$ cat config.mk
export PLATFORM = sky130hd
export DESIGN_NAME = rgb2raw_bayer_flat
export DESIGN_NICKNAME = d
export VERILOG_FILES = /design/src/rtl/d8m_pkg.sv /design/src/rtl/rgb2raw_bayer_if.sv /design/src/rtl/bayer_pos_counter.sv /design/src/rtl/rgb2raw_bayer.sv /design/src/flat_wrapper.sv
export SDC_FILE = /design/constraint.sdc
export NUM_CORES = 1
export LEC_CHECK = 0
export BUFFER_PORTS_ARGS = -buffer_cell sky130_fd_sc_hd__buf_2
export CAP_MARGIN = 20
export CORE_MARGIN = 3
export CORE_UTILIZATION = 35
export CTS_CLUSTER_DIAMETER = 80
export DETAILED_ROUTE_END_ITERATION = 6
export GPL_ROUTABILITY_DRIVEN = 0
export PLACE_DENSITY = 0.55
export SLEW_MARGIN = 20
export SYNTH_ARGS = -nofsm -noshare
export SYNTH_HDL_FRONTEND = slang
export SYNTH_SLANG_ARGS = --single-unit
$ cat constraint.sdc
create_clock -name VGA_CLK -period 3.16 [get_ports VGA_CLK]
set_clock_uncertainty 0.15 [all_clocks]
set_input_delay 0.316 -clock VGA_CLK [delete_from_list [all_inputs] [get_ports VGA_CLK]]
set_output_delay 0.316 -clock VGA_CLK [all_outputs]
set_load 0.005 [all_outputs]
$ cat src/rtl/d8m_pkg.sv
// Shared definitions for the D8M raw-domain blocks: CFA site codes,
// frame-sync FSM encoding and the pixel/line counter width.
package d8m_pkg;

  localparam int CNT_W = 11;

  typedef enum logic [1:0] {
    CFA_G0 = 2'b00,
    CFA_R  = 2'b01,
    CFA_B  = 2'b10,
    CFA_G1 = 2'b11
  } cfa_e;

  typedef enum logic [1:0] {
    SYNC   = 2'd0,
    ARMED  = 2'd1,
    ACTIVE = 2'd2
  } sync_state_e;

endpackage

$ cat src/rtl/rgb2raw_bayer_if.sv
// RGB input stream and raw Bayer output stream of the re-mosaic encoder.
interface rgb2raw_bayer_if;
  import d8m_pkg::*;

  logic [7:0]       iRed;
  logic [7:0]       iGreen;
  logic [7:0]       iBlue;
  logic             iDVAL;
  logic             VGA_VS;
  logic             VGA_HS;
  logic [9:0]       oDATA;
  logic             oDVAL;
  logic             oFVAL;
  logic             oLVAL;
  logic             oSOF;
  logic [CNT_W-1:0] oX;
  logic [CNT_W-1:0] oY;

  modport master (
    output iRed, iGreen, iBlue, iDVAL, VGA_VS, VGA_HS,
    input  oDATA, oDVAL, oFVAL, oLVAL, oSOF, oX, oY
  );

  modport slave (
    input  iRed, iGreen, iBlue, iDVAL, VGA_VS, VGA_HS,
    output oDATA, oDVAL, oFVAL, oLVAL, oSOF, oX, oY
  );

endinterface

$ cat src/rtl/bayer_pos_counter.sv
// Column/line position tracker: saturating X/Y counters, HS edge detect and
// the phase-adjusted CFA position of the current pixel.
module bayer_pos_counter
  import d8m_pkg::*;
#(
  parameter logic [1:0] BAYER_PHASE = 2'b00,
  parameter int         X_MAX       = 2047,
  parameter int         Y_MAX       = 2047
) (
  input  logic             clk,
  input  logic             rst,
  input  logic             vs,
  input  logic             hs,
  input  logic             adv,
  output logic [CNT_W-1:0] x,
  output logic [CNT_W-1:0] y,
  output logic [1:0]       p
);

  localparam logic [CNT_W-1:0] XM = CNT_W'(X_MAX);
  localparam logic [CNT_W-1:0] YM = CNT_W'(Y_MAX);

  logic hs_prev;

  // A line only counts if it carried a pixel, so Y looks at X before it clears.
  always_ff @(posedge clk) begin
    if (rst) begin
      x       <= '0;
      y       <= '0;
      hs_prev <= 1'b0;
    end else begin
      hs_prev <= hs;
      if (!vs) begin
        x <= '0;
        y <= '0;
      end else begin
        if (!hs)
          x <= '0;
        else if (adv && (x != XM))
          x <= x + 1'b1;
        if (hs_prev && !hs && (x != '0) && (y != YM))
          y <= y + 1'b1;
      end
    end
  end

  assign p = {y[0] ^ BAYER_PHASE[1], x[0] ^ BAYER_PHASE[0]};

endmodule

$ cat src/rtl/rgb2raw_bayer.sv
// RGB888 to 10-bit Bayer raw re-mosaic encoder: frame-sync FSM, two-stage
// pipeline selecting the CFA colour and widening it by MSB replication.
module rgb2raw_bayer
  import d8m_pkg::*;
#(
  parameter logic [1:0] BAYER_PHASE = 2'b00,
  parameter int         X_MAX       = 2047,
  parameter int         Y_MAX       = 2047
) (
  input  logic          VGA_CLK,
  input  logic          RST,
  rgb2raw_bayer_if.slave bus
);

  sync_state_e      state, state_nxt;
  logic             accept, fwd, sof_pend, sof_hit;
  logic [CNT_W-1:0] x_cur, y_cur;
  logic [1:0]       pos_cur;

  logic [7:0]       r_p0, g_p0, b_p0, sel_p0;
  logic [CNT_W-1:0] x_p0, y_p0;
  cfa_e             pos_p0;
  logic             vld_p0, sof_p0, vs_p0, hs_p0;

  logic [9:0]       data_p1;
  logic [CNT_W-1:0] x_p1, y_p1;
  logic             vld_p1, sof_p1, vs_p1, hs_p1;

  function automatic logic [9:0] expand10(input logic [7:0] c);
    return {c, c[7:6]};
  endfunction

  assign accept  = bus.iDVAL & bus.VGA_VS & bus.VGA_HS;
  assign fwd     = accept & (state == ACTIVE);
  assign sof_hit = fwd & sof_pend & (x_cur == '0) & (y_cur == '0);

  always_ff @(posedge VGA_CLK) begin
    if (RST) state <= SYNC;
    else     state <= state_nxt;
  end

  always_comb begin
    state_nxt = state;
    case (state)
      SYNC:    if (!bus.VGA_VS) state_nxt = ARMED;
      ARMED:   if (bus.VGA_VS)  state_nxt = ACTIVE;
      ACTIVE:  if (!bus.VGA_VS) state_nxt = ARMED;
      default: state_nxt = SYNC;
    endcase
  end

  // Re-armed on every frame entry so a frame yields at most one SOF.
  always_ff @(posedge VGA_CLK) begin
    if (RST)
      sof_pend <= 1'b0;
    else if ((state == ARMED) && bus.VGA_VS)
      sof_pend <= 1'b1;
    else if (sof_hit)
      sof_pend <= 1'b0;
  end

  bayer_pos_counter #(
    .BAYER_PHASE (BAYER_PHASE),
    .X_MAX       (X_MAX),
    .Y_MAX       (Y_MAX)
  ) u_pos (
    .clk (VGA_CLK),
    .rst (RST),
    .vs  (bus.VGA_VS),
    .hs  (bus.VGA_HS),
    .adv (fwd),
    .x   (x_cur),
    .y   (y_cur),
    .p   (pos_cur)
  );

  // ---- stage p0: capture colours, position and qualifiers ----
  always_ff @(posedge VGA_CLK) begin
    if (RST) begin
      vld_p0 <= 1'b0;
      sof_p0 <= 1'b0;
      vs_p0  <= 1'b0;
      hs_p0  <= 1'b0;
    end else begin
      vld_p0 <= fwd;
      sof_p0 <= sof_hit;
      vs_p0  <= bus.VGA_VS;
      hs_p0  <= bus.VGA_HS;
    end
  end

  always_ff @(posedge VGA_CLK) begin
    if (fwd) begin
      r_p0   <= bus.iRed;
      g_p0   <= bus.iGreen;
      b_p0   <= bus.iBlue;
      x_p0   <= x_cur;
      y_p0   <= y_cur;
      pos_p0 <= cfa_e'(pos_cur);
    end
  end

  always_comb begin
    sel_p0 = g_p0;
    case (pos_p0)
      CFA_R:   sel_p0 = r_p0;
      CFA_B:   sel_p0 = b_p0;
      default: sel_p0 = g_p0;
    endcase
  end

  // ---- stage p1: output registers, cleared by reset so every output is 0 ----
  always_ff @(posedge VGA_CLK) begin
    if (RST) begin
      vld_p1  <= 1'b0;
      sof_p1  <= 1'b0;
      vs_p1   <= 1'b0;
      hs_p1   <= 1'b0;
      data_p1 <= '0;
      x_p1    <= '0;
      y_p1    <= '0;
    end else begin
      vld_p1 <= vld_p0;
      sof_p1 <= sof_p0;
      vs_p1  <= vs_p0;
      hs_p1  <= hs_p0;
      if (vld_p0) begin
        data_p1 <= expand10(sel_p0);
        x_p1    <= x_p0;
        y_p1    <= y_p0;
      end
    end
  end

  assign bus.oDATA = data_p1;
  assign bus.oDVAL = vld_p1;
  assign bus.oSOF  = sof_p1;
  assign bus.oFVAL = vs_p1;
  assign bus.oLVAL = hs_p1;
  assign bus.oX    = x_p1;
  assign bus.oY    = y_p1;

endmodule

$ cat src/flat_wrapper.sv
// flat-port wrapper written by rule: the top's interface ports become plain ports
module rgb2raw_bayer_flat import d8m_pkg::*;
#(
  parameter logic [1:0] BAYER_PHASE = 2'b00,
  parameter int         X_MAX       = 2047,
  parameter int         Y_MAX       = 2047
)
  (VGA_CLK, RST, bus_iRed, bus_iGreen, bus_iBlue, bus_iDVAL, bus_VGA_VS, bus_VGA_HS, bus_oDATA, bus_oDVAL, bus_oFVAL, bus_oLVAL, bus_oSOF, bus_oX, bus_oY);
  rgb2raw_bayer_if bus_i ();
  input  logic VGA_CLK;
  input  logic RST;
  input wire logic [$bits(bus_i.iRed)-1:0] bus_iRed;
  input wire logic [$bits(bus_i.iGreen)-1:0] bus_iGreen;
  input wire logic [$bits(bus_i.iBlue)-1:0] bus_iBlue;
  input wire logic [$bits(bus_i.iDVAL)-1:0] bus_iDVAL;
  input wire logic [$bits(bus_i.VGA_VS)-1:0] bus_VGA_VS;
  input wire logic [$bits(bus_i.VGA_HS)-1:0] bus_VGA_HS;
  output wire logic [$bits(bus_i.oDATA)-1:0] bus_oDATA;
  output wire logic [$bits(bus_i.oDVAL)-1:0] bus_oDVAL;
  output wire logic [$bits(bus_i.oFVAL)-1:0] bus_oFVAL;
  output wire logic [$bits(bus_i.oLVAL)-1:0] bus_oLVAL;
  output wire logic [$bits(bus_i.oSOF)-1:0] bus_oSOF;
  output wire logic [$bits(bus_i.oX)-1:0] bus_oX;
  output wire logic [$bits(bus_i.oY)-1:0] bus_oY;
  assign bus_i.iRed = bus_iRed;
  assign bus_i.iGreen = bus_iGreen;
  assign bus_i.iBlue = bus_iBlue;
  assign bus_i.iDVAL = bus_iDVAL;
  assign bus_i.VGA_VS = bus_VGA_VS;
  assign bus_i.VGA_HS = bus_VGA_HS;
  assign bus_oDATA = bus_i.oDATA;
  assign bus_oDVAL = bus_i.oDVAL;
  assign bus_oFVAL = bus_i.oFVAL;
  assign bus_oLVAL = bus_i.oLVAL;
  assign bus_oSOF = bus_i.oSOF;
  assign bus_oX = bus_i.oX;
  assign bus_oY = bus_i.oY;
  rgb2raw_bayer #(.BAYER_PHASE(BAYER_PHASE), .X_MAX(X_MAX), .Y_MAX(Y_MAX)) u_core (.VGA_CLK(VGA_CLK), .RST(RST), .bus(bus_i));
endmodule
==> run summary, run 1 <==
DPL Wire Length - 5950 µm
Cell area after layout - 0.00517 mm²
Top FF cell, synth - dfxtp_1
Peak VDD IR - 0.217 mV
Synthesized instance count - 354
CTS sink count - 109
R2R Setup Slk - 890 ps
Async set-reset flop share out of synthesis - 0%
Avg Cell Area, Syn - 11.8 µm²
Boundary Pins - 65
CP Capture Type - flop
Initial drt markers - 192
Pre-antenna DRT Iters - 4
Final Max Slew Viols - 0
P_leak - 1.86 nW
Worst Tran Pin Value - 973 ps
# diodes - 0
Maximum clock insertion buffer count - 2
Starting density of the core - 36.2%
Layout area overhead - 24.3%
Number of placement rows - 39
Placed cell count - 548
Non-filler cells, final - 589
Hold buffers post-CTS - 25
Hold WS - 112 ps
Clock slew at reported path FFs - 70 ps
Post-cts sizing count - 0
HP Start - bus_VGA_HS
Syn Nets - 389
Total Power - 2.66 mW
# setup viols final - 0
CTS H-Tree Depth - 3
Antenna-violating nets left - 0
Nets - 476
CTS Buf Count - 9
Crit path max fanout - 15
WL final - 8770 µm
Reg area - 0.00264 mm²
Most common cell after layout, fill and taps aside - buf_2
Crit start category - flop
Port Buffers - 64
Req. time, crit path - 3280 ps
DP Area - 0.00462 mm²
Total Routing Usage GR - 13.9%
Setup CP Type - flop to flop
Root Driver - clkbuf_16
Tmin final - 2270 ps
Via density - 5.04
Clock latency on the worst-skew pair - 350 ps
Part of the cycle the worst path needs - 71.8%
Achievable Freq - 0.441 GHz
Worst Path Arrival - 2390 ps
Max Cap Viol - 0
RSZ-0062 raised after global routing - no
Synth warn - 0
Most frequent cells in the layout - buf_2, dfxtp_1, edfxtp_1, nor2_1, mux2i_1
Via Count - 2966
Reg2reg end - u_core.u_pos.y[4]
Count of cell types in the netlist - 45
Layout cells sized above 1 - 20.4%
WHS Path Cells - 2
Reg2reg path depth - 6
Setup Buffers After CTS - 0
Die footprint - 0.0132 mm²
Register bit count reported by yosys - 109
Post-synth EDFFs - 46
Final Hold Fails - 0
Die W - 115 µm
Routed wire length per instance - 14.9 µm
Class of the tightest hold or removal check - primary input to flop
Antenna violations before repair - 0
Area of the multi-input gates - 0.00141 mm²
Global route total overflow - 0
Setup TNS - 0 ps
First-pass GRT wire length - 14400 µm
Worst R2R Start - u_core.u_pos.x[0]
Pwr dens - 514 mW/mm²
Vias in the first global route - 2837
Status - finished clean
Slew headroom - 35.1%
Sequential fraction of the synthesis area - 63.5%
Die height - 115 µm
Core Area - 0.0115 mm²
CTS tree - yes
Pin count of the biggest net entering global routing - 40
Fill cell count - 1062
Drt drc - 0
Netlist Area Pre-Place - 0.00416 mm²
Hold Path Sink - u_core.hs_p0
## registers in the layout, summed over array words and instances (netlist names)
signal / cells
u_core.bus.oY: 11
u_core.r_p0: 8
u_core.bus.oDVAL: 1
u_core.u_pos.y: 11
u_core.bus.oFVAL: 1
u_core.b_p0: 8
u_core.sof_pend: 1
u_core.bus.oX: 11
u_core.bus.oDATA: 8
u_core.bus.oLVAL: 1
u_core.state: 2
u_core.y_p0: 11
u_core.bus.oSOF: 1
u_core.g_p0: 8
u_core.pos_p0: 1
u_core.u_pos.x: 11
u_core.hs_p0: 1
u_core.x_p0: 10
u_core.sof_p0: 1
u_core.vld_p0: 1
u_core.vs_p0: 1
## per-stage QoR
stage	utilization [%]	setup slack, ps
CTS	44.9	883
global placement	40.1	979
detailed placement	40.1	918
floorplan	-	913
global route	44.9	736
finish	44.9	893
## routing by layer
metal	track usage [%]	up-vias	wire length [µm]
li1	-	1482	-
met1	18.9	1414	4270
met2	21.5	59	3970
met3	3.32	11	381
met4	5.40	0	149
met5	0	-	0
## cells by family after synthesis
group	after synthesis	share of synthesized area, %
flops	109	63.5
simple gates	119	15.0
fa+ha+maj	6	1.80
buf+inv	28	2.73
compound gates	61	9.53
mux	31	7.45
## synth_stat cells (3+ instances only)
cell type,n,area share (%)
nand4_1,5,0.75
and4_1,3,0.63
nand3_1,15,1.8
a21oi_1,17,2.0
a22oi_1,8,1.4
and2_1,4,0.60
dfxtp_1,63,30
o31ai_1,8,1.4
mux2i_1,31,7.5
or3_1,4,0.60
nor4_1,4,0.60
clkbuf_1,12,1.1
edfxtp_1,46,33
nor2b_1,5,0.75
nand2_1,18,1.6
nor2_1,39,3.5
o21ai_0,14,1.7
inv_1,11,0.99
ha_1,6,1.8
nand2b_1,3,0.45
or4_1,9,1.6
## layout make-up
type / count / share of cell area (%)
sequential: 109 / 51.1
multi-input combinational: 217 / 27.2
timing repair buffer: 93 / 11.6
clock buffer: 10 / 4.84
tap: 143 / 3.46
clock inverter: 6 / 1.02
inverter: 11 / 0.798
## power by group
group | switching [mW] | internal (mW) | total, mW
Sequential | 0.00438 | 1.47 | 1.47
Clock | 0.523 | 0.594 | 1.12
Combinational | 0.0323 | 0.0416 | 0.0740
## critical path, cell delays in order (launching register included)
cell	delay (ps)
dfxtp_1	410
inv_1	80
ha_1	180
nor4b_2	170
a311o_1	500
or4_1	560
a21oi_1	150
## how the worst max path moves through the flow
stage,slack [ps],cells after the start,startpoint,end
floorplan,910,3,u_core.state[0],u_core.b_p0[0]
global placement,980,6,u_core.u_pos.x[1],u_core.u_pos.y[4]
detailed placement,920,6,u_core.u_pos.x[0],u_core.u_pos.y[4]
CTS,880,6,bus_VGA_VS,u_core.x_p0[4]
global route,740,6,u_core.u_pos.x[0],u_core.u_pos.y[4]
finish,890,6,u_core.u_pos.x[0],u_core.u_pos.y[4]
(Power assumes the default switching activity.)
==> inputs of run 2 (changes only) <==
--- a/config.mk
+++ b/config.mk
@@ -12,7 +12,7 @@
 export CTS_CLUSTER_DIAMETER = 80
 export DETAILED_ROUTE_END_ITERATION = 6
 export GPL_ROUTABILITY_DRIVEN = 0
-export PLACE_DENSITY = 0.55
+export PLACE_DENSITY = 0.57
 export SLEW_MARGIN = 20
 export SYNTH_ARGS = -nofsm -noshare
 export SYNTH_HDL_FRONTEND = slang
==> constraint.sdc (replaced) <==
create_clock -name VGA_CLK -period 2 [get_ports VGA_CLK]
set_clock_uncertainty 0.15 [all_clocks]
set_input_delay 0.2 -clock VGA_CLK [delete_from_list [all_inputs] [get_ports VGA_CLK]]
set_output_delay 0.2 -clock VGA_CLK [all_outputs]
set_load 0.005 [all_outputs]
==> run summary, run 2 (same netlist as run 1, synthesis figures left out) <==
CP peak stage delay - 500 ps (-60 ps)
# setup viols final - 0 (unchanged)
Die height - 115 µm (unchanged)
Most common cell after layout, fill and taps aside - buf_2
CTS H-Tree Depth - 3 (unchanged)
Final Max Slew Viols - 0 (unchanged)
Max Cap Viol - 0 (unchanged)
CP Capture Type - flop
Clock latency on the worst-skew pair - 350 ps (about the same)
P_leak - 1.98 nW (+6.9%)
Antenna-violating nets left - 0 (unchanged)
CTS sink count - 109 (unchanged)
CTS Buf Count - 9 (unchanged)
Peak VDD IR - 0.410 mV (+89%)
Worst Tran Pin Value - 534 ps (-438 ps)
DPL Wire Length - 6140 µm (+3.2%)
Final Hold Fails - 0 (unchanged)
Crit path max-delay cell type - or4_1
Crit path max fanout - 9 (-6)
Core Area - 0.0115 mm² (unchanged)
Starting density of the core - 36.2% (unchanged)
Status - finished clean
Root Driver - clkbuf_16
Nets - 496 (+4.2%)
Boundary Pins - 65 (unchanged)
Die footprint - 0.0132 mm² (unchanged)
CP cell instances - buf_4 > ha_1 > and3_4 > and4_4 > or4_1 > a21oi_2
CTS tree - yes
Number of placement rows - 39 (unchanged)
Achievable Freq - 0.513 GHz (+16%)
Part of the cycle the worst path needs - 97.4% (+26 points)
Pre-antenna DRT Iters - 5 (+1)
Layout cells sized above 1 - 26.6% (+6.2 points)
Pin count of the biggest net entering global routing - 40 (unchanged)
Most frequent cells in the layout - buf_2, dfxtp_1, edfxtp_1, nor2_1, mux2i_1
Pint - 3.24 mW (+54%)
Switching fraction of total power - 21.3% (+0.23 points)
Via density - 5.09 (+1.1%)
Initial drt markers - 207 (+7.8%)
DP Worst Slack - -40.2 ps (-958 ps)
Slew headroom - 64.0% (+29 points)
Layout area overhead - 30.5%
# diodes - 0 (unchanged)
Combinational power share - 3.1% (+0.3 points)
Antenna violations before repair - 0 (unchanged)
Worst Path Arrival - 2080 ps (-310 ps)
Routed wire length per instance - 15.4 µm (+3.2%)
Pwr dens - 756 mW/mm² (+47%)
Die W - 115 µm (unchanged)
Tmin final - 1950 ps (-318 ps)
Total Power - 4.11 mW (+54%)
Total Routing Usage GR - 14.7% (+0.81 points)
Via Count - 3099 (+4.5%)
NetSw - 0.874 mW (+56%)
Req. time, crit path - 2130 ps (-1150 ps)
RSZ-0062 raised after global routing - no
Clock power share - 40.4% (-1.6 points)
Crit start category - flop
Vias in the first global route - 3019 (+6.4%)
First-pass GRT wire length - 15300 µm (+5.7%)
Global route total overflow - 0 (unchanged)
Worst setup margin - 51.1 ps (-842 ps)
Maximum clock insertion buffer count - 2 (unchanged)
Class of the tightest hold or removal check - primary input to flop
WL final - 9360 µm (+6.7%)
Setup CP Type - flop to flop
Clock slew at reported path FFs - 70 ps (about the same)
Sequential Power Share - 56.5% (+1.2 points)
Port Buffers - 64 (unchanged)
Drt drc - 0 (unchanged)
run 2: cell count changes in the layout (fill, tap and decap cells not counted), moves of 2 or more:
cell,before,now
a21oi_2,0,5
or4_4,0,4
buf_12,0,4
a21oi_1,17,12
or4_1,9,5
dfxtp_1,62,60
dfxtp_2,1,3
buf_4,4,19
run 2: metal layers:
layer	global-route usage, %	wire length [µm]
met1	19.0	4410
met2	23.8	4390
met3	3.89	388
met4	5.48	171
met5	0	0
run 2: through the flow:
step           hold slack, ps  instances  setup TNS (ps)  util [%]  instance area [µm²]
6_report                 56.8        609               0      47.2                 5440
5_1_grt                  79.2        609               0      47.2                 5440
4_1_cts                  51.2        607               0      46.4                 5340
3_5_place_dp              228        565           -52.3      41.7                 4800
3_3_place_gp              229        565           -9.22      41.7                 4800
2_1_floorplan             128        354               0         -                 4170
run 2: worst paths after layout:
check / start / slack (ps) / cells after the start / endpoint
max: u_core.u_pos.x[1] / 50 / 6 / u_core.u_pos.x[4]
min: RST / 60 / 3 / u_core.vs_p0
max reg2reg: u_core.u_pos.x[1] / 50 / 6 / u_core.u_pos.x[4]
min reg2reg: u_core.vs_p0 / 290 / 1 / u_core.bus.oFVAL
run 2: area by class of cell:
type                            count  area (µm²)
Fill cell                        1019        6080
Sequential cell                   109        2650
Multi-Input combinational cell    218        1490
Timing Repair Buffer              112         798
Clock buffer                        9         225
Tap cell                          143         179
Clock inverter                      7        51.3
Inverter                           11        45.0
run 2: timing repair:
action	in CTS	in global routing
endpoints found under the hold margin	26	0
cloned	0	1
pin swaps	2	6
setup endpoints to repair	7	12
buffers inserted	0	1
resized for setup	3	20
hold buffers	26	0
run 2: power by group through the flow:
stage	Sequential, mW	Clock, mW	Combinational [mW]
floorplan	2.37	0	0.0348
global placement	2.38	0	0.0823
CTS	2.32	1.72	0.124
finish	2.32	1.66	0.127
global route	2.33	1.81	0.139
detailed placement	2.38	0	0.0829
run 2: critical path, delay by kind of cell, from the launching register on:
kind	cells	cell delay, ps
AND/OR/NAND/NOR	3	920
flip-flops	1	320
adder cells (fa/ha/maj)	1	210
buffers and inverters	1	140
AO/OA/AOI/OAI	1	140
==> inputs of run 3 (changes only) <==
--- a/config.mk
+++ b/config.mk
@@ -12,7 +12,7 @@
 export CTS_CLUSTER_DIAMETER = 80
 export DETAILED_ROUTE_END_ITERATION = 6
 export GPL_ROUTABILITY_DRIVEN = 0
-export PLACE_DENSITY = 0.57
+export PLACE_DENSITY_LB_ADDON = 0.05
 export SLEW_MARGIN = 20
 export SYNTH_ARGS = -nofsm -noshare
 export SYNTH_HDL_FRONTEND = slang
==> run summary, run 3 (same netlist as run 1, synthesis figures left out) <==
Status - finished clean
Routed wire length per instance - 15.5 µm (+0.62%)
CP Launch Point - u_core.u_pos.x[0]
Part of the cycle the worst path needs - 98.0% (+0.59 points)
Achievable Freq - 0.510 GHz (-0.61%)
Starting density of the core - 36.2% (unchanged)
Pint - 3.28 mW (+1.2%)
Initial drt markers - 150 (-28%)
Setup CP Type - flop to flop
Number of placement rows - 39 (unchanged)
Placed cell count - 569 (+0.71%)
HP Start - RST
CTS sink count - 109 (unchanged)
Worst Tran Pin Value - 430 ps (-104 ps)
Non-filler cells, final - 612 (+0.49%)
DPL Wire Length - 6440 µm (+5.0%)
Peak VDD IR - 0.472 mV (+15%)
Total Routing Usage GR - 15.1% (+0.39 points)
Clock power share - 41.1% (+0.7 points)
Port Buffers - 64 (unchanged)
Combinational power share - 2.9% (-0.2 points)
Most frequent cells in the layout - buf_2, dfxtp_1, edfxtp_1, nor2_1, mux2i_1
Layout cells sized above 1 - 27.5% (+0.90 points)
Crit path max fanout - 6 (-3)
Clock latency on the worst-skew pair - 350 ps (about the same)
Most common cell after layout, fill and taps aside - buf_2
Crit start category - flop
WHS Path Cells - 3 (unchanged)
Antenna violations before repair - 0 (unchanged)
NetSw - 0.876 mW (+0.22%)
Nets - 499 (+0.60%)
Die footprint - 0.0132 mm² (unchanged)
Pre-antenna DRT Iters - 4 (-1)
P_leak - 1.99 nW (+0.41%)
WL final - 9470 µm (+1.1%)
Worst R2R Start - u_core.u_pos.x[0]
R2R Setup Slk - 40 ps (about the same)
Core Area - 0.0115 mm² (unchanged)
Worst setup margin - 39.2 ps (-11.9 ps)
CTS tree - yes
Pwr dens - 764 mW/mm² (+0.95%)
Global route total overflow - 0 (unchanged)
Final Max Slew Viols - 0 (unchanged)
Clock slew at reported path FFs - 70 ps (about the same)
RSZ-0062 raised after global routing - yes
CTS Buf Count - 9 (unchanged)
Reg2reg path depth - 6 (unchanged)
Die height - 115 µm (unchanged)
Maximum clock insertion buffer count - 2 (unchanged)
Tmin final - 1960 ps (+11.9 ps)
Class of the tightest hold or removal check - primary input to flop
Switching fraction of total power - 21.1% (-0.17 points)
# setup viols final - 0 (unchanged)
DP Worst Slack - -88.5 ps (-48.4 ps)
Fill cell count - 1080 (+6.0%)
Boundary Pins - 65 (unchanged)
Die W - 115 µm (unchanged)
Sequential Power Share - 56.0% (-0.5 points)
First-pass GRT wire length - 15400 µm (+0.68%)
Root Driver - clkbuf_16
CTS H-Tree Depth - 3 (unchanged)
CP Capture Type - flop
Via Count - 3076 (-0.74%)
Layout area overhead - 30.6% (about the same)
Pin count of the biggest net entering global routing - 40 (unchanged)
Drt drc - 0 (unchanged)
# diodes - 0 (unchanged)
Worst Path Arrival - 2100 ps (+20 ps)
Final Hold Fails - 0 (unchanged)
Max Cap Viol - 0 (unchanged)
Vias in the first global route - 3049 (+0.99%)
Req. time, crit path - 2140 ps (about the same)
Antenna-violating nets left - 0 (unchanged)
Via density - 5.03 (-1.2%)
Slew headroom - 71.3% (+7.3 points)
run 3: changes by cell type in the layout (fill, tap and decap cells not counted), sizes merged:
cell	change
buf	+4
clkbuf	+1
clkinv	-2
dlygate4sd3	-1
inv	+1
run 3: power groups by stage:
stage / registers, mW / logic, mW / clock network (mW)
2_1_floorplan: 2.37 / 0.0348 / 0
3_3_place_gp: 2.38 / 0.0827 / 0
3_5_place_dp: 2.38 / 0.0843 / 0
4_1_cts: 2.32 / 0.124 / 1.79
5_1_grt: 2.32 / 0.136 / 1.86
6_report: 2.32 / 0.122 / 1.71
run 3: routing by layer:
layer	share of wire (%)	global-route usage, %
met2	45	23.5
met1	48	19.7
met3	5.1	4.32
met5	0	0
met4	2.1	6.49
run 3: critical path, stage by stage, from the launching register on:
cell and delay, ps:
dfxtp_2 330, inv_2 50, ha_4 140, nor4b_4 130
a311o_2 440, or4_4 550, a21oi_2 120
run 3: repair_timing:
item / 4_1_cts / 5_1_grt
hold buffers: 25 / 0
gates resized for setup: 4 / 15
setup endpoints to repair: 8 / 10
pin swaps: 1 / 9
gates cloned: 1 / 0
hold endpoints to repair: 25 / 0
setup buffers: 0 / 1
run 3: worst paths after layout:
| kind | endpoint |
|---|---|
| max reg2reg | u_core.u_pos.y[3] |
| min reg2reg | u_core.bus.oSOF |
| min | u_core.vs_p0 |
| max | u_core.u_pos.y[3] |
run 3: final cells by class:
class	instances	area, µm²	area share (%)
Clock buffer	10	239	4.39
Clock inverter	6	46.3	0.851
Inverter	11	45.0	0.828
Multi-Input combinational cell	218	1480	27.2
Sequential cell	109	2650	48.7
Tap cell	143	179	3.29
Timing Repair Buffer	115	803	14.8
run 3: per-stage QoR:
step	cell area, µm²	hold WS [ps]	TNS (ps)	total power [mW]	utilization [%]
floorplan	4170	128	0	2.41	-
global placement	4820	228	-93.6	2.46	41.9
detailed placement	4820	228	-393	2.46	41.9
CTS	5370	34.8	0	4.24	46.6
global route	5440	74.6	-46.5	4.32	47.2
finish	5440	48.0	0	4.15	47.2
